==> src/rtl/muldiv_pkg.sv <==
// muldiv_pkg
//   Shared definitions for the multiply/divide unit: operation encodings,
//   FSM state encodings, default operand width and an op classifier.
package muldiv_pkg;

   localparam int WIDTH_DEF = 32;

   typedef enum logic [2:0] {
      OP_MULT  = 3'b000,
      OP_MULTU = 3'b001,
      OP_DIV   = 3'b010,
      OP_DIVU  = 3'b011,
      OP_MTHI  = 3'b100,
      OP_MTLO  = 3'b101
   } op_e;

   typedef enum logic [1:0] {
      S_IDLE = 2'b00,
      S_CALC = 2'b01,
      S_FIX  = 2'b10
   } state_e;

   // True for the four ops that run through the iterative datapath.
   function automatic logic is_muldiv(input logic [2:0] op);
      return (op == OP_MULT) || (op == OP_MULTU) ||
             (op == OP_DIV)  || (op == OP_DIVU);
   endfunction

   // Signed variants need magnitude conversion and a final sign fix.
   function automatic logic is_signed_op(input logic [2:0] op);
      return (op == OP_MULT) || (op == OP_DIV);
   endfunction

   function automatic logic is_div_op(input logic [2:0] op);
      return (op == OP_DIV) || (op == OP_DIVU);
   endfunction

endpackage

==> src/rtl/muldiv_datapath.sv <==
// muldiv_datapath
//   Working registers and per-cycle step logic for the iterative unit.
//   Multiply is shift-add (one multiplier bit per step), divide is
//   restoring (one quotient bit per step); both share one 2*WIDTH
//   accumulator. The sign-fixed result is presented combinationally.
// Ports:
//   clk     rising-edge clock
//   load    capture operands (magnitudes), signs and op kind
//   step    perform one iteration
//   op      operation code at load time
//   a, b    raw operands
//   res_hi  fixed HI result (remainder or product upper half)
//   res_lo  fixed LO result (quotient or product lower half)
module muldiv_datapath
   import muldiv_pkg::*;
#(
   parameter int WIDTH = WIDTH_DEF
)
(
   input  logic             clk,
   input  logic             load,
   input  logic             step,
   input  logic [2:0]       op,
   input  logic [WIDTH-1:0] a,
   input  logic [WIDTH-1:0] b,
   output logic [WIDTH-1:0] res_hi,
   output logic [WIDTH-1:0] res_lo
);

   // Multiply: accumulator low half starts as the multiplier and is
   // shifted out LSB first while partial sums enter from the top.
   function automatic logic [2*WIDTH-1:0] mul_step(
      input logic [2*WIDTH-1:0] acc,
      input logic [WIDTH-1:0]   mcand
   );
      logic [WIDTH:0] sum;
      sum = {1'b0, acc[2*WIDTH-1:WIDTH]} +
            (acc[0] ? {1'b0, mcand} : {(WIDTH+1){1'b0}});
      return {sum, acc[WIDTH-1:1]};
   endfunction

   // Restoring divide: upper half is the running remainder, lower half
   // shifts dividend bits out and quotient bits in. The trial remainder
   // needs WIDTH+1 bits since it can reach twice the divisor.
   function automatic logic [2*WIDTH-1:0] div_step(
      input logic [2*WIDTH-1:0] acc,
      input logic [WIDTH-1:0]   dvsr
   );
      logic [WIDTH:0]   r;
      logic [WIDTH+1:0] diff;
      r    = acc[2*WIDTH-1:WIDTH-1];
      diff = {1'b0, r} - {2'b00, dvsr};
      if (!diff[WIDTH+1])
         return {diff[WIDTH-1:0], acc[WIDTH-2:0], 1'b1};
      else
         return {r[WIDTH-1:0], acc[WIDTH-2:0], 1'b0};
   endfunction

   logic [2*WIDTH-1:0] acc_q;
   logic [WIDTH-1:0]   opnd_q;
   logic [WIDTH-1:0]   a_raw_q;
   logic               is_div_q;
   logic               neg_res_q;
   logic               neg_rem_q;
   logic               bzero_q;

   logic signed [WIDTH-1:0] a_s;
   logic signed [WIDTH-1:0] b_s;
   logic                    a_neg;
   logic                    b_neg;
   logic [WIDTH-1:0]        a_mag;
   logic [WIDTH-1:0]        b_mag;

   always_comb begin
      a_s   = $signed(a);
      b_s   = $signed(b);
      a_neg = is_signed_op(op) && (a_s < 0);
      b_neg = is_signed_op(op) && (b_s < 0);
      // -(-2^(W-1)) wraps to itself, which is the correct unsigned magnitude.
      a_mag = a_neg ? WIDTH'(-a_s) : a;
      b_mag = b_neg ? WIDTH'(-b_s) : b;
   end

   always_ff @(posedge clk) begin
      if (load) begin
         is_div_q  <= is_div_op(op);
         neg_res_q <= a_neg ^ b_neg;
         neg_rem_q <= a_neg;
         bzero_q   <= (b == '0);
         a_raw_q   <= a;
         if (is_div_op(op)) begin
            acc_q  <= {{WIDTH{1'b0}}, a_mag};
            opnd_q <= b_mag;
         end else begin
            acc_q  <= {{WIDTH{1'b0}}, b_mag};
            opnd_q <= a_mag;
         end
      end else if (step) begin
         acc_q <= is_div_q ? div_step(acc_q, opnd_q) : mul_step(acc_q, opnd_q);
      end
   end

   // Sign fix. Divide-by-zero bypasses it: raw dividend to HI, all ones to LO.
   logic [2*WIDTH-1:0] prod_fix;
   logic [WIDTH-1:0]   quo;
   logic [WIDTH-1:0]   rem;

   always_comb begin
      prod_fix = neg_res_q ? (~acc_q + 1'b1) : acc_q;
      quo      = acc_q[WIDTH-1:0];
      rem      = acc_q[2*WIDTH-1:WIDTH];
      res_hi   = prod_fix[2*WIDTH-1:WIDTH];
      res_lo   = prod_fix[WIDTH-1:0];
      if (is_div_q) begin
         if (bzero_q) begin
            res_hi = a_raw_q;
            res_lo = '1;
         end else begin
            res_hi = neg_rem_q ? (~rem + 1'b1) : rem;
            res_lo = neg_res_q ? (~quo + 1'b1) : quo;
         end
      end
   end

endmodule

==> src/rtl/muldiv_unit.sv <==
// muldiv_unit
//   Iterative multiply/divide unit with HI/LO registers for the EX stage.
//   IDLE -> CALC (WIDTH steps) -> FIX (1 cycle, writes hi/lo) -> IDLE.
//   MTHI/MTLO write hi/lo directly from IDLE without going busy.
// Ports:
//   clk     rising-edge clock
//   rst     synchronous active-high reset
//   start   issue request
//   op      operation code (MULT/MULTU/DIV/DIVU/MTHI/MTLO, others no-op)
//   A, B    rs / rt operands
//   cancel  flush; aborts in-flight op and blocks a same-edge issue
//   busy    high while not IDLE
//   done    one-cycle pulse after a MULT/DIV result lands in hi/lo
//   hi, lo  HI/LO registers
module muldiv_unit
   import muldiv_pkg::*;
#(
   parameter int WIDTH = WIDTH_DEF,
   parameter int CNT_W = 5
)
(
   input  logic             clk,
   input  logic             rst,
   input  logic             start,
   input  logic [2:0]       op,
   input  logic [WIDTH-1:0] A,
   input  logic [WIDTH-1:0] B,
   input  logic             cancel,
   output logic             busy,
   output logic             done,
   output logic [WIDTH-1:0] hi,
   output logic [WIDTH-1:0] lo
);

   localparam logic [CNT_W-1:0] CNT_LAST = CNT_W'(WIDTH - 1);

   state_e           state_q;
   state_e           state_d;
   logic [CNT_W-1:0] cnt_q;
   logic             done_q;
   logic [WIDTH-1:0] hi_q;
   logic [WIDTH-1:0] lo_q;

   logic             load;
   logic             step;
   logic             wr;
   logic             mthi;
   logic             mtlo;
   logic [WIDTH-1:0] res_hi;
   logic [WIDTH-1:0] res_lo;

   muldiv_datapath #(.WIDTH(WIDTH)) u_dp (
      .clk    (clk),
      .load   (load),
      .step   (step),
      .op     (op),
      .a      (A),
      .b      (B),
      .res_hi (res_hi),
      .res_lo (res_lo)
   );

   always_comb begin
      state_d = state_q;
      load    = 1'b0;
      step    = 1'b0;
      wr      = 1'b0;
      mthi    = 1'b0;
      mtlo    = 1'b0;
      case (state_q)
         S_IDLE: begin
            if (start && !cancel) begin
               if (is_muldiv(op)) begin
                  load    = 1'b1;
                  state_d = S_CALC;
               end
               mthi = (op == OP_MTHI);
               mtlo = (op == OP_MTLO);
            end
         end
         S_CALC: begin
            if (cancel) begin
               state_d = S_IDLE;
            end else begin
               step = 1'b1;
               if (cnt_q == CNT_LAST)
                  state_d = S_FIX;
            end
         end
         S_FIX: begin
            // A flush arriving in FIX still suppresses the write.
            state_d = S_IDLE;
            wr      = !cancel;
         end
         default: state_d = S_IDLE;
      endcase
   end

   always_ff @(posedge clk) begin
      if (rst) begin
         state_q <= S_IDLE;
         cnt_q   <= '0;
         done_q  <= 1'b0;
         hi_q    <= '0;
         lo_q    <= '0;
      end else begin
         state_q <= state_d;
         done_q  <= wr;
         if (load)
            cnt_q <= '0;
         else if (step)
            cnt_q <= cnt_q + CNT_W'(1);
         if (wr) begin
            hi_q <= res_hi;
            lo_q <= res_lo;
         end else begin
            if (mthi) hi_q <= A;
            if (mtlo) lo_q <= A;
         end
      end
   end

   assign busy = (state_q != S_IDLE);
   assign done = done_q;
   assign hi   = hi_q;
   assign lo   = lo_q;

endmodule

==> config.mk <==
export PLATFORM = sky130hd
export DESIGN_NAME = muldiv_unit
export DESIGN_NICKNAME = d
export VERILOG_FILES = /design/src/rtl/muldiv_pkg.sv /design/src/rtl/muldiv_datapath.sv /design/src/rtl/muldiv_unit.sv
export SDC_FILE = /design/constraint.sdc
export NUM_CORES = 1
export LEC_CHECK = 0
export BUFFER_PORTS_ARGS = -buffer_cell sky130_fd_sc_hd__buf_2
export CORE_MARGIN = 5
export CORE_UTILIZATION = 45
export CTS_CLUSTER_SIZE = 28
export DETAILED_ROUTE_END_ITERATION = 10
export HOLD_SLACK_MARGIN = 0.12
export PLACE_DENSITY = 0.59
export SETUP_SLACK_MARGIN = 0.5
export SYNTH_ARGS = -nofsm -noshare
export SYNTH_HDL_FRONTEND = slang
export SYNTH_HIERARCHICAL = 1
export SYNTH_SLANG_ARGS = --single-unit
==> constraint.sdc <==
create_clock -name clk -period 7.2 [get_ports clk]
set_input_delay 1.44 -clock clk [delete_from_list [all_inputs] [get_ports clk]]
set_output_delay 1.44 -clock clk [all_outputs]
set_load 0.03 [all_outputs]
**After elaboration in Yosys (flattened, before gate mapping)**

Index checks and enable logic that the tools add are counted.

- Bits in registers: 204
- Output and inout bits: 66

- Equal/unequal tests: 11
- Bitwise operators: 4
- Add/subtract/negate cells: 8
- Order comparisons: 2
- Mux-type cells: 35
- Reduce and logical (&&, ||, !) cells: 18

Operators with widths:

| kind | number |
|---|---|
| 32-bit 2-to-1 mux | 15 |
| 64-bit 2-to-1 mux | 5 |
| 32-bit by 1-bit adder with 32-bit output, second input constant | 2 |
| 64-bit by 1-bit adder with 64-bit output, second input constant | 1 |
| 32-bit by 1-bit < comparator with 1-bit output, second input constant | 2 |
| 32-bit negation | 2 |
| 32-bit inverter | 2 |
| 64-bit inverter | 1 |
| 33-bit by 32-bit subtractor with 34-bit output | 1 |
| 32-bit by 33-bit adder with 33-bit output | 1 |
| 32-bit logical NOT | 1 |
| 1-bit 2-to-1 mux | 10 |
| 2-bit 2-to-1 mux | 4 |
| 2-bit nonzero test | 4 |
| 3-bit by 2-bit == test with 1-bit output, second input constant | 2 |
| 3-bit == test, second input constant | 2 |
| 5-bit by 1-bit adder with 5-bit output, second input constant | 1 |
| 5-bit == test, second input constant | 1 |
| 1-bit logical OR | 5 |
| 2-bit inequality test, second input constant | 2 |
| 2-bit one-hot mux with 2 select lines | 1 |
| 3-bit by 1-bit == test with 1-bit output, second input constant | 1 |
| 1-bit logical AND | 3 |
| 3-bit logical NOT | 1 |
| other kinds (8) | 8 |

**Depth between registers and ports, before layout**

Gate-level depths: netlist of the first run.

- Depth after elaboration: 8
- Depth in mapped cells: 15
- Gate-level depth less buffers: 13

**By module**

The synthesis of the first run kept the hierarchy.

Modules (own cells, without submodules):

| module | area each (sq um) | times used | cells each |
|---|---|---|---|
| muldiv_datapath | 13635.6 | 1 | 1700 |
| muldiv_unit | 3337.0 | 1 | 379 |

**Least setup slack after synthesis of the first run**

No wires, ideal clock.

- Kind: input to register
- From: input port cancel
- To: register u_dp.acc_q[0] (enable)
- Arrival: 6.196 ns
- Library setup time: 0.394 ns
- Path buffers: 1
- Cell stages on the path: 4
- Setup slack: 0.610 ns
- Path through: or4b_1 > nor2_1 > clkbuf_1 > or2_2

- Longest elaborated chain between the ends: 5

Ends and longest elaborated chain:

| element | line | text |
|---|---|---|
| start, declared | muldiv_unit.sv:28 | `input logic cancel,` |
| 1-bit logical NOT | muldiv_unit.sv:72 | `if (start && !cancel) begin` |
| 1-bit logical AND | muldiv_unit.sv:72 |  |
| 1-bit 2-to-1 mux | muldiv_unit.sv:72 |  |
| 1-bit 2-to-1 mux | muldiv_unit.sv:70 | `case (state_q)` |
| net load | muldiv_unit.sv:44 | `logic load;` |
| 2-bit nonzero test (no source line) | - |  |
| end signal, assigned | muldiv_datapath.sv:92 | `acc_q <= {{WIDTH{1'b0}}, a_mag};` |
| end signal, assigned | muldiv_datapath.sv:95 | `acc_q <= {{WIDTH{1'b0}}, b_mag};` |
| end signal, assigned | muldiv_datapath.sv:99 | `acc_q <= is_div_q ? div_step(acc_q, opnd_q) : mul_step(acc_q, opnd_q);` |
| end, declared | muldiv_datapath.sv:59 | `logic [2*WIDTH-1:0] acc_q;` |

The timed path passes the listed nets, and every way through them passes these cells.
A chain may end at the register's enable or synchronous reset.

**Worst setup path in the final report of the first run**

- From: register u_dp.acc_q[0]
- To: register u_dp.acc_q[61], data pin

- Longest elaborated chain between the ends: 5

Ends and longest elaborated chain:

| element | line | text |
|---|---|---|
| 32-bit 2-to-1 mux | muldiv_datapath.sv:38 | `(acc[0] ? {1'b0, mcand} : {(WIDTH+1){1'b0}});` |
| 32-bit by 33-bit adder with 33-bit output | muldiv_datapath.sv:37 | `sum = {1'b0, acc[2*WIDTH-1:WIDTH]} +` |
| 64-bit 2-to-1 mux | muldiv_datapath.sv:99 |  |
| 64-bit 2-to-1 mux | muldiv_datapath.sv:98 | `end else if (step) begin` |
| 64-bit 2-to-1 mux | muldiv_datapath.sv:85 | `if (load) begin` |

Every way passes these cells. The select of a mux whose other input is x is not followed.

==> results of run 1 <==
[power by group]
group	leakage (nW)	internal (mW)	total, mW	switching (mW)
clock network	0.431	0.754	1.31	0.560
registers	1.80	1.30	1.37	0.0627
logic	5.16	0.265	0.730	0.465
[cell families after synthesis]
group | share of synthesized area (%)
and+or+nand+nor | 20.1
AOI/OAI and AO/OA | 22.8
buffers and inverters | 5.04
DFF | 31.8
xor gates and xnor gates | 9.96
muxes | 4.88
adders and majority gates | 5.40
[layout make-up]
class,count,area share [%]
repair buffers,154,4.43
well taps,511,3.42
multi-input cells,1668,57.4
clock inverters,12,0.468
flip-flops and latches,204,28.9
clock buffers,36,4.12
inverters,65,1.30
[per-layer routing]
metal,wire length (um),vias up,track usage [%]
met2,28300,671,45.3
met5,7,-,0
li1,-,7714,-
met1,25800,7814,38.7
met3,5410,88,5.44
met4,1650,2,7.23
[synth_stat cells, types with 16 or more instances]
cell type and number:
sky130_fd_sc_hd__buf_1 16, sky130_fd_sc_hd__ha_1 70, sky130_fd_sc_hd__clkbuf_1 95, sky130_fd_sc_hd__buf_2 24, sky130_fd_sc_hd__a21o_1 25, sky130_fd_sc_hd__nor3_1 39, sky130_fd_sc_hd__mux2i_1 76, sky130_fd_sc_hd__nor2_1 161
sky130_fd_sc_hd__a21oi_1 135, sky130_fd_sc_hd__nor2b_1 20, sky130_fd_sc_hd__o31ai_1 31, sky130_fd_sc_hd__edfxtp_1 132, sky130_fd_sc_hd__nand2b_1 20, sky130_fd_sc_hd__or3_1 21, sky130_fd_sc_hd__dfxtp_1 72, sky130_fd_sc_hd__nand2_1 322
sky130_fd_sc_hd__nand3_1 50, sky130_fd_sc_hd__a311oi_1 71, sky130_fd_sc_hd__xor2_1 94, sky130_fd_sc_hd__a211oi_1 104, sky130_fd_sc_hd__o21ai_0 141, sky130_fd_sc_hd__o211ai_1 17, sky130_fd_sc_hd__xnor2_1 99, sky130_fd_sc_hd__nor4_1 17
sky130_fd_sc_hd__inv_1 64
[worst max-delay path, delay by kind of cell, from the launching register on]
| kind | cells | cell delay, ns |
|---|---|---|
| AO/OA/AOI/OAI | 6 | 1.60 |
| AND/OR/NAND/NOR | 4 | 0.92 |
| buffers and inverters | 2 | 0.74 |
| adder cells (fa/ha/maj) | 1 | 0.46 |
| flip-flops | 1 | 0.43 |
[sequential cells by signal, summed over array words and instances, names as in the netlist, 2 cells and up]
register / flops
u_dp/acc_q: 64
hi: 32
lo: 32
u_dp/a_raw_q: 32
u_dp/opnd_q: 32
cnt_q: 5
state_q: 2
[final timing paths]
kind,start,slack [ns],endpoint,cells past startpoint
max,u_dp/acc_q[0]$_DFFE_PP_,2.83,u_dp/acc_q[61]$_SDFFCE_PP0P_,13
min,cnt_q[4]$_SDFFE_PP0P_,0.47,cnt_q[4]$_SDFFE_PP0P_,2
max reg2reg,u_dp/acc_q[0]$_DFFE_PP_,2.83,u_dp/acc_q[61]$_SDFFCE_PP0P_,13
min reg2reg,cnt_q[4]$_SDFFE_PP0P_,0.47,cnt_q[4]$_SDFFE_PP0P_,2
[cells in the final DEF, fill, tap and decap left out, types with 28 or more instances in the layout]
master,instances
sky130_fd_sc_hd__buf_2,136
sky130_fd_sc_hd__a21oi_1,135
sky130_fd_sc_hd__ha_1,70
sky130_fd_sc_hd__clkbuf_16,28
sky130_fd_sc_hd__mux2i_1,76
sky130_fd_sc_hd__nand3_1,50
sky130_fd_sc_hd__o31ai_1,31
sky130_fd_sc_hd__a211oi_1,104
sky130_fd_sc_hd__o21ai_0,141
sky130_fd_sc_hd__inv_1,64
sky130_fd_sc_hd__xnor2_1,99
sky130_fd_sc_hd__nor3_1,39
sky130_fd_sc_hd__edfxtp_1,132
sky130_fd_sc_hd__xor2_1,94
sky130_fd_sc_hd__a311oi_1,71
sky130_fd_sc_hd__nor2_1,160
sky130_fd_sc_hd__dfxtp_1,72
sky130_fd_sc_hd__nand2_1,322
[metrics by stage]
stage          cells  area (um2)
2_1_floorplan   2079       17000
3_3_place_gp    2602       17900
3_5_place_dp    2602       17900
4_1_cts         2650       18700
5_1_grt         2650       18700
6_report        2650       18700
==> summary.txt, run 1 <==
Global routing
  – Global-route wire length before repair: 91300 um
  – Maximum number of pins on one net before global-route repair: 163
  – Overall global routing resource usage: 28.0%
  – Antenna violations before repair: 1
  – Residual overflow from global routing: 0
  – Number of global-route vias before repair: 15300

Synthesis
  – Flip-flop and latch count after synthesis: 204
  – Avg Inst Size Synth: 8.16 um2
  – Yosys warnings: 6
  – Post-synthesis cell type count: 81
  – Cells taking the most area after synthesis: sky130_fd_sc_hd__edfxtp_1 (23%), sky130_fd_sc_hd__dfxtp_1 (8.5%), sky130_fd_sc_hd__nand2_1 (7.1%)
  – Portion of synthesized cell area occupied by the leading cell type: 23.4%
  – Post-synth EDFFs: 132
  – Largest area contributor in the netlist: sky130_fd_sc_hd__edfxtp_1
  – Fraction of the yosys area taken by sequential cells: 31.8%
  – Proportion of synthesized flip-flops having asynchronous set or reset: 0%
  – Total standard cell area after synthesis: 17000 um2
  – Most common flop cell mapped by yosys: sky130_fd_sc_hd__edfxtp_1
  – Post-synthesis cell count: 2079
  – Number of nets in the synthesized netlist: 2222

Clock network
  – CTS sink count: 204
  – Cell chosen for the clock root: sky130_fd_sc_hd__clkbuf_16
  – CTS tree: built
  – Clock slew at the register clock pins of the worst setup and hold paths: 0.06 ns
  – Num CTS Buffers: 26
  – Clock latency on the worst-skew pair: 0.55 ns
  – Hold buffers post-CTS: 0
  – Number of H-tree branching levels: 1
  – Number of gates resized after CTS: 0
  – Max Buffers Root-to-Sink: 3
  – Post-CTS setup buffer count: 0

Drt
  – DRT Wirelength: 61100 um
  – Routed via count divided by cell count: 6.15
  – Antenna-violating nets left: 0
  – Remaining routing DRC violations: 0
  – DRT iter0 DRCs: 1607
  – Number of vias after detailed routing: 16300
  – First-pass detailed-route iteration total: 7
  – Final routed wire length divided by cell count: 23.1 um

Floorplanning
  – Area enclosed by the die boundary: 41700 um2
  – Die Span Y: 204 um
  – Core area: 37500 um2
  – Initial core utilization: 45.3%
  – Row count: 71
  – Die width: 204 um
  – Io pins: 137

Worst setup path
  – Required @ worst endpoint: 7.55 ns
  – Category of the worst setup path capture point: flop
  – Series of cell instances along the critical path: inv_1 -> buf_4 -> nor2_1 -> fa_1 -> a211oi_1 -> o211ai_1 -> nand2_1 -> o21ai_0 -> a21boi_0 -> nor4_1 -> nor4b_1 -> a21oi_1 -> a221oi_1
  – Max FO, Critical Path: 24
  – Highest-delay cell along the critical path: sky130_fd_sc_hd__a21boi_0
  – WS Path Type: flop to flop
  – Peak per-stage delay on the critical path: 0.48 ns
  – Type of origin of the critical path: flop
  – Arrival time worst endpoint: 4.73 ns

STA
  – Hold slack final: 0.468 ns
  – Final worst clock skew: 0.0203 ns
  – Slew HR: 24.1%
  – Final max-slew violation count: 0
  – Min Clock Period, post-route: 4.37 ns
  – Pin slew with the least headroom to its limit: 1.14 ns
  – Portion of the clock cycle consumed by the worst path in the final layout: 60.8%
  – Final setup margin: 2.83 ns
  – Count of endpoints failing hold in the final timing report: 0
  – Setup repair after global routing missed its margin: false
  – Max Clk Rate: 229 MHz
  – Final sum of negative setup slack: 0 ns
  – Setup-failing EPs final: 0

Cells and area
  – Sequential cell area in the final layout: 5410 um2
  – Area used by multi-input combinational logic: 10700 um2
  – Layout Nets: 2262
  – Ant. Diodes: 0
  – Share of final-layout standard cells stronger than drive strength 1: 11.0%
  – Layout Area Growth over Synthesis: 10.3%
  – Final Core Density: 49.9%
  – Final-layout fill cell count: 3699

Hold path
  – Worst hold path type: flop to flop

Run
  – Number of max-cap violations: 0

Run status
  – Outcome: finished, final reports clean

Placed design
  – GP Congestion: 0.932
  – HPWL Detailed: 45800 um
  – Worst slack after detailed placement: 2.86 ns
  – Number of port buffers: 136

Power and ir drop
  – Final total power: 3.41 mW
  – Peak supply drop: 0.000193 V
  – Leakage: 7.39 nW
  – Pwr per Cell Area: 182 nW/um2
Note: power is estimated with default switching activity, not from simulation.
==> run 2, diff against run 1 <==
clock period = 4.4 ns   (was 7.2 ns; I/O delays follow)
==> run 2 against run 1 <==
  * Sequential share of layout area is 0.58 points lower
  * Critical endpoint is now hi[23]$_SDFFE_PP0P_
  * Non-clock buffer count rose by 31
  * Die area unchanged
  * Cell area is 2.0% higher
  * Count of clock-buffer cells in the layout rose by 1
  * Worst setup slack worse by 2.1 ns
  * Global-route usage grew 0.85 points
  * Maximum frequency is 18% higher
  * Cell count grew 1.2%
  * Combinational power up 73%
  * Clock power rose by 70%
==> summary.txt, run 2 (synthesis gave the netlist of run 1 again) <==
Run status
  – Outcome: finished, final reports clean

Floorplanning
  – Row count: 71 (unchanged)
  – Core area: 37500 um2 (unchanged)
  – Die Span Y: 204 um (unchanged)
  – Area enclosed by the die boundary: 41700 um2 (unchanged)
  – Initial core utilization: 45.3% (unchanged)
  – Io pins: 137 (unchanged)
  – Die width: 204 um (unchanged)

Worst setup path
  – Number of cells traversed by the worst register-to-register path: 10 (-3)
  – Arrival time worst endpoint: 4.17 ns (-0.56 ns)
  – Type of origin of the critical path: flop
  – Worst r2r src: u_dp/acc_q[2]$_DFFE_PP_
  – Category of the worst setup path capture point: flop
  – Max FO, Critical Path: 16 (-33%)
  – WS Path Type: flop to flop
  – End of the worst register-to-register path: hi[23]$_SDFFE_PP0P_
  – Setup slack of the worst register-to-register path: 0.69 ns (-2.14 ns)
  – Required @ worst endpoint: 4.86 ns (-2.69 ns)

STA
  – Setup repair after global routing missed its margin: true
  – Count of endpoints failing hold in the final timing report: 0 (unchanged)
  – Final setup margin: 0.691 ns (-2.14 ns)
  – Final sum of negative setup slack: 0 ns (unchanged)
  – Slew HR: 28.8% (+4.7 points)
  – Pin slew with the least headroom to its limit: 1.07 ns (-0.0733 ns)
  – Final worst clock skew: 0.0145 ns (-0.00579 ns)
  – Max Clk Rate: 270 MHz (+18%)
  – Portion of the clock cycle consumed by the worst path in the final layout: 84.3% (+24 points)
  – Setup-failing EPs final: 0 (unchanged)
  – Min Clock Period, post-route: 3.71 ns (-0.665 ns)
  – Final max-slew violation count: 0 (unchanged)

Cells and area
  – Sequential cell area in the final layout: 5410 um2 (unchanged)
  – Commonest non-fill, non-tap cells in the layout: sky130_fd_sc_hd__nand2_1 (322), sky130_fd_sc_hd__nor2_1 (160), sky130_fd_sc_hd__o21ai_0 (141)
  – Final cell area excluding filler cells: 19100 um2 (+2.0%)
  – Number of flip-flops under the largest register name: 64 (unchanged)
  – Final std cells w/o fill: 2681 (+1.2%)
  – Area used by multi-input combinational logic: 10800 um2 (+0.52%)
  – Layout Area Growth over Synthesis: 12.5%
  – Final-layout fill cell count: 3712 (+0.35%)
  – Most common cell after layout, fill and taps aside: sky130_fd_sc_hd__nand2_1
  – Layout Nets: 2293 (+1.4%)
  – Register name with the most flops: u_dp/acc_q
  – Ant. Diodes: 0 (unchanged)
  – Share of final-layout standard cells stronger than drive strength 1: 12.7% (+1.6 points)

Drt
  – Final routed wire length divided by cell count: 23.2 um (+0.61%)
  – Remaining routing DRC violations: 0 (unchanged)
  – DRT Wirelength: 62200 um (+1.8%)
  – First-pass detailed-route iteration total: 5 (-2)
  – Routed via count divided by cell count: 6.19 (+0.63%)
  – Number of vias after detailed routing: 16600 (+1.8%)
  – DRT iter0 DRCs: 1597 (-0.62%)
  – Antenna-violating nets left: 0 (unchanged)

Power and ir drop
  – Final total power: 5.70 mW (+67%)
  – Pwr per Cell Area: 299 nW/um2 (+64%)
  – Peak supply drop: 0.000237 V (+23%)
  – Leakage: 7.60 nW (+2.8%)

Global routing
  – Number of global-route vias before repair: 15400 (+1.0%)
  – Overall global routing resource usage: 28.9% (+0.85 points)
  – Global-route wire length before repair: 93800 um (+2.7%)
  – Residual overflow from global routing: 0 (unchanged)
  – Maximum number of pins on one net before global-route repair: 76 (-53%)
  – Antenna violations before repair: 0 (-1)

Hold path
  – Hold-critical path depth: 2 (unchanged)
  – Startpoint of the tightest hold check path: cnt_q[4]$_SDFFE_PP0P_
  – Endpoint of the worst hold path: cnt_q[4]$_SDFFE_PP0P_
  – Worst hold path type: flop to flop

Clock network
  – Clock slew at the register clock pins of the worst setup and hold paths: 0.06 ns (about the same)
  – Clock latency on the worst-skew pair: 0.56 ns (about the same)
  – Number of H-tree branching levels: 1 (unchanged)
  – Max Buffers Root-to-Sink: 3 (unchanged)
  – Cell chosen for the clock root: sky130_fd_sc_hd__clkbuf_16
  – CTS sink count: 204 (unchanged)
  – CTS tree: built
  – Num CTS Buffers: 26 (unchanged)

Run
  – Number of max-cap violations: 0 (unchanged)

Placed design
  – GP Congestion: 0.958 (+2.8%)
  – HPWL Detailed: 47400 um (+3.6%)
  – Worst slack after detailed placement: 0.511 ns (-2.34 ns)
  – Placed Area: 18100 um2 (+1.4%)
  – Number of port buffers: 136 (unchanged)
  – Cell total after placement: 2631 (+1.1%)
-- run 2: cell types whose count changed in the layout (fill, tap and decap cells not counted), sizes merged --
cell / before / now
buf: 154 / 185
clkbuf: 36 / 37
clkinv: 9 / 8
-- run 2: repair_timing --
| action | CTS | global route |
|---|---|---|
| gates resized for setup | 0 | 11 |
| hold endpoints to repair | 0 | 0 |
| buffers inserted | 0 | 2 |
| hold buffers | 0 | 0 |
| endpoints found under the setup margin | 0 | 35 |
-- run 2: cell type report --
cell class / instances / share of cell area (%)
clock inverter: 11 / 0.413
tap: 511 / 3.35
clock buffer: 37 / 4.34
timing repair buffer: 185 / 5.79
multi-input combinational: 1668 / 56.5
sequential: 204 / 28.3
inverter: 65 / 1.28
-- run 2: worst max-delay path: stages (launching register included) --
cell	delay (ns)
sky130_fd_sc_hd__edfxtp_1	0.50
sky130_fd_sc_hd__nor3_1	0.50
sky130_fd_sc_hd__nand3_1	0.31
sky130_fd_sc_hd__nor3_2	0.30
sky130_fd_sc_hd__nand4_1	0.26
sky130_fd_sc_hd__or4_4	0.61
sky130_fd_sc_hd__o31ai_1	0.36
sky130_fd_sc_hd__xor2_1	0.11
sky130_fd_sc_hd__o21ai_0	0.30
sky130_fd_sc_hd__nand2_1	0.09
sky130_fd_sc_hd__a311oi_1	0.26
-- run 2: per-layer routing --
layer / global-route usage (%) / vias up / part of all wire (%)
met1: 41.4 / 8018 / 44
met4: 9.57 / 0 / 3.8
met2: 45.3 / 682 / 45
li1: - / 7766 / -
met3: 3.65 / 118 / 6.9
met5: 0 / - / 0
-- run 2: metrics by stage --
| step | hold WS, ns | utilization [%] |
|---|---|---|
| after floorplan | 0.441 | - |
| after global placement | 0.451 | 48.3 |
| after detailed placement | 0.455 | 48.3 |
| after CTS | 0.463 | 50.7 |
| after global routing | 0.488 | 51.0 |
| final | 0.468 | 51.0 |
-- run 2: how the worst max path moves through the flow --
stage                     depth (start not counted)               startpoint  slack [ns]                      endpoint
after floorplan                                   4                   cancel        0.54       u_dp/acc_q[0]$_DFFE_PP_
after global placement                           12                     A[0]        0.51      u_dp/acc_q[30]$_DFFE_PP_
after detailed placement                         12                     A[0]        0.51      u_dp/acc_q[30]$_DFFE_PP_
after CTS                                        13  u_dp/acc_q[0]$_DFFE_PP_        0.50  u_dp/acc_q[62]$_SDFFCE_PP0P_
after global routing                             10  u_dp/acc_q[2]$_DFFE_PP_        0.47           hi[23]$_SDFFE_PP0P_
final                                            10  u_dp/acc_q[2]$_DFFE_PP_        0.69           hi[23]$_SDFFE_PP0P_
-- run 2: power by group --
part | switching, mW | total (mW) | internal, mW | leakage, nW
clock network | 0.909 | 2.23 | 1.32 | 0.453
logic | 0.802 | 1.26 | 0.459 | 5.35
registers | 0.0802 | 2.21 | 2.13 | 1.80
==> run 3, diff against run 2 <==
clock period = 3.7 ns   (was 4.4 ns; I/O delays follow)
==> run 3 against run 2 <==
  * Routed wire length increased by 5.9%
  * Count of clock-buffer cells in the layout up 7
  * Cell area up 11%
  * Utilization increased by 5.5 points
  * First-iteration DRC count up 11%
  * Power rose by 23%
  * Cell count grew 5.4%
  * Highest routed layer unchanged
==> summary.txt, run 3 (synthesis gave the netlist of run 1 again) <==
Placed design
  – GP Congestion: 0.936 (-2.3%)
  – Number of port buffers: 136 (unchanged)
  – Placed Area: 18600 um2 (+2.6%)
  – Worst slack after detailed placement: -0.120 ns (-0.631 ns)
  – Cell total after placement: 2684 (+2.0%)
  – HPWL Detailed: 47900 um (+1.0%)

STA
  – Setup-failing EPs final: 0 (unchanged)
  – Final max-slew violation count: 0 (unchanged)
  – Setup repair after global routing missed its margin: true
  – Pin slew with the least headroom to its limit: 0.957 ns (-0.108 ns)
  – Final sum of negative setup slack: 0 ns (unchanged)
  – Slew HR: 36.0% (+7.2 points)
  – Final setup margin: 0.354 ns (-0.336 ns)
  – Hold slack final: 0.426 ns (-0.0417 ns)
  – Final worst clock skew: 0.0229 ns (+0.00837 ns)
  – Count of endpoints failing hold in the final timing report: 0 (unchanged)
  – Min Clock Period, post-route: 3.35 ns (-0.364 ns)
  – Max Clk Rate: 299 MHz (+11%)
  – Portion of the clock cycle consumed by the worst path in the final layout: 90.4% (+6.1 points)

Worst setup path
  – Category of the worst setup path capture point: flop
  – Arrival time worst endpoint: 3.75 ns (-0.42 ns)
  – Max FO, Critical Path: 10 (-6)
  – Required @ worst endpoint: 4.11 ns (-0.75 ns)
  – Number of cells traversed by the worst register-to-register path: 13 (+3)
  – WS Path Type: flop to flop
  – Type of origin of the critical path: flop

Cells and area
  – Number of flip-flops under the largest register name: 64 (unchanged)
  – Layout Area Growth over Synthesis: 24.6%
  – Most common cell after layout, fill and taps aside: sky130_fd_sc_hd__nand2_1
  – Final cell area excluding filler cells: 21100 um2 (+11%)
  – Share of final-layout standard cells stronger than drive strength 1: 23.8% (+11 points)
  – Commonest non-fill, non-tap cells in the layout: sky130_fd_sc_hd__nand2_1 (318), sky130_fd_sc_hd__buf_4 (165), sky130_fd_sc_hd__nor2_1 (153)
  – Final-layout fill cell count: 3538 (-4.7%)
  – Layout Nets: 2436 (+6.2%)
  – Register name with the most flops: u_dp/acc_q
  – Final Core Density: 56.4% (+5.5 points)
  – Final std cells w/o fill: 2826 (+5.4%)

Run
  – Number of max-cap violations: 0 (unchanged)

Power and ir drop
  – Net Switching: 2.24 mW (+25%)
  – Net Sw Frac: 31.8% (+0.36 points)
  – Peak supply drop: 0.000310 V (+31%)
  – Power share of the clock group: 37.7% (-1.4 points)
  – Final total power: 7.04 mW (+23%)
  – Leakage: 8.46 nW (+11%)
  – Internal power: 4.80 mW (+23%)
  – Power share of the sequential group: 37.1% (-1.7 points)
  – Pwr per Cell Area: 333 nW/um2 (+11%)
  – Combinational cell fraction of total power: 25.2% (+3.1 points)

Floorplanning
  – Area enclosed by the die boundary: 41700 um2 (unchanged)
  – Core area: 37500 um2 (unchanged)
  – Initial core utilization: 45.3% (unchanged)
  – Row count: 71 (unchanged)
  – Die width: 204 um (unchanged)
  – Io pins: 137 (unchanged)
  – Die Span Y: 204 um (unchanged)

Clock network
  – CTS tree: built
  – Num CTS Buffers: 27 (+3.8%)
  – Number of H-tree branching levels: 1 (unchanged)
  – Cell chosen for the clock root: sky130_fd_sc_hd__clkbuf_16
  – Clock latency on the worst-skew pair: 0.57 ns (about the same)
  – Max Buffers Root-to-Sink: 3 (unchanged)
  – CTS sink count: 204 (unchanged)
  – Clock slew at the register clock pins of the worst setup and hold paths: 0.06 ns (about the same)

Global routing
  – Maximum number of pins on one net before global-route repair: 157 (+110%)
  – Number of global-route vias before repair: 16300 (+5.3%)
  – Global-route wire length before repair: 96200 um (+2.6%)
  – Residual overflow from global routing: 0 (unchanged)
  – Antenna violations before repair: 0 (unchanged)
  – Overall global routing resource usage: 29.6% (+0.70 points)

Drt
  – DRT Wirelength: 65900 um (+5.9%)
  – DRT iter0 DRCs: 1777 (+11%)
  – Remaining routing DRC violations: 0 (unchanged)
  – Final routed wire length divided by cell count: 23.3 um (+0.49%)
  – Routed via count divided by cell count: 6.12 (-1.1%)
  – Antenna-violating nets left: 0 (unchanged)
  – First-pass detailed-route iteration total: 8 (+3)
  – Number of vias after detailed routing: 17300 (+4.2%)

Run status
  – Outcome: finished, final reports clean

Hold path
  – Hold-critical path depth: 1 (-1)
  – Worst hold path type: input port to flop
-- run 3: cell count changes in the layout (fill, tap and decap cells not counted), moves of 14 or more --
cell,delta
sky130_fd_sc_hd__buf_4,+121
sky130_fd_sc_hd__o21ai_0,-27
sky130_fd_sc_hd__ha_1,-21
sky130_fd_sc_hd__a21oi_1,-19
sky130_fd_sc_hd__a21oi_2,+18
sky130_fd_sc_hd__o21ai_1,+14
-- run 3: worst max-delay path: stages (launching register included) --
cell and delay [ns]:
sky130_fd_sc_hd__edfxtp_1 0.44, sky130_fd_sc_hd__inv_4 0.13, sky130_fd_sc_hd__buf_12 0.14, sky130_fd_sc_hd__buf_4 0.11, sky130_fd_sc_hd__nor2_1 0.04, sky130_fd_sc_hd__ha_1 0.29, sky130_fd_sc_hd__nand3_1 0.12, sky130_fd_sc_hd__nor4_2 0.33
sky130_fd_sc_hd__a21bo_2 0.29, sky130_fd_sc_hd__a211oi_4 0.26, sky130_fd_sc_hd__nor4_2 0.10, sky130_fd_sc_hd__o311a_1 0.31, sky130_fd_sc_hd__or4b_1 0.49, sky130_fd_sc_hd__a21oi_2 0.13
-- run 3: power by group through the flow --
stage | Sequential, mW | Combinational (mW) | Clock [mW]
finish | 2.61 | 1.77 | 2.65
global route | 2.62 | 1.91 | 2.78
CTS | 2.61 | 1.61 | 2.68
detailed placement | 2.67 | 1.52 | 0
global placement | 2.66 | 1.52 | 0
floorplan | 2.67 | 0.978 | 0
-- run 3: layout make-up --
class	instances	area, um2	share of cell area, %
Timing Repair Buffer	327	2350	11.1
Sequential cell	204	5410	25.6
Antenna cell	1	2.50	0.0118
Clock inverter	6	40.0	0.189
Inverter	65	246	1.17
Multi-Input combinational cell	1668	11600	54.9
Tap cell	511	639	3.02
Clock buffer	44	851	4.02
-- run 3: path summary, 6_finish.rpt --
check,slack (ns),end,start
worst max-delay path,0.35,u_dp/acc_q[63]$_SDFFCE_PP0P_,u_dp/acc_q[0]$_DFFE_PP_
worst min-delay path,0.43,u_dp/a_raw_q[8]$_DFFE_PP_,A[8]
worst max register to register,0.35,u_dp/acc_q[63]$_SDFFCE_PP0P_,u_dp/acc_q[0]$_DFFE_PP_
worst min register to register,0.46,cnt_q[4]$_SDFFE_PP0P_,cnt_q[4]$_SDFFE_PP0P_
-- run 3: what timing repair did --
item / 4_1_cts / 5_1_grt
pin swaps: 39 / 68
cloned: 1 / 3
hold buffers: 0 / 0
buffers inserted: 40 / 47
endpoints found under the setup margin: 63 / 65
gates resized for setup: 77 / 142
-- run 3: metal layers --
metal  vias up  share of wire, %  global-route usage [%]
li1       8054                 -                       -
met1      8333                43                    40.3
met2       750                45                    45.6
met3       151               7.7                    6.06
met4         0               4.7                    12.8
met5         -                 0                       0
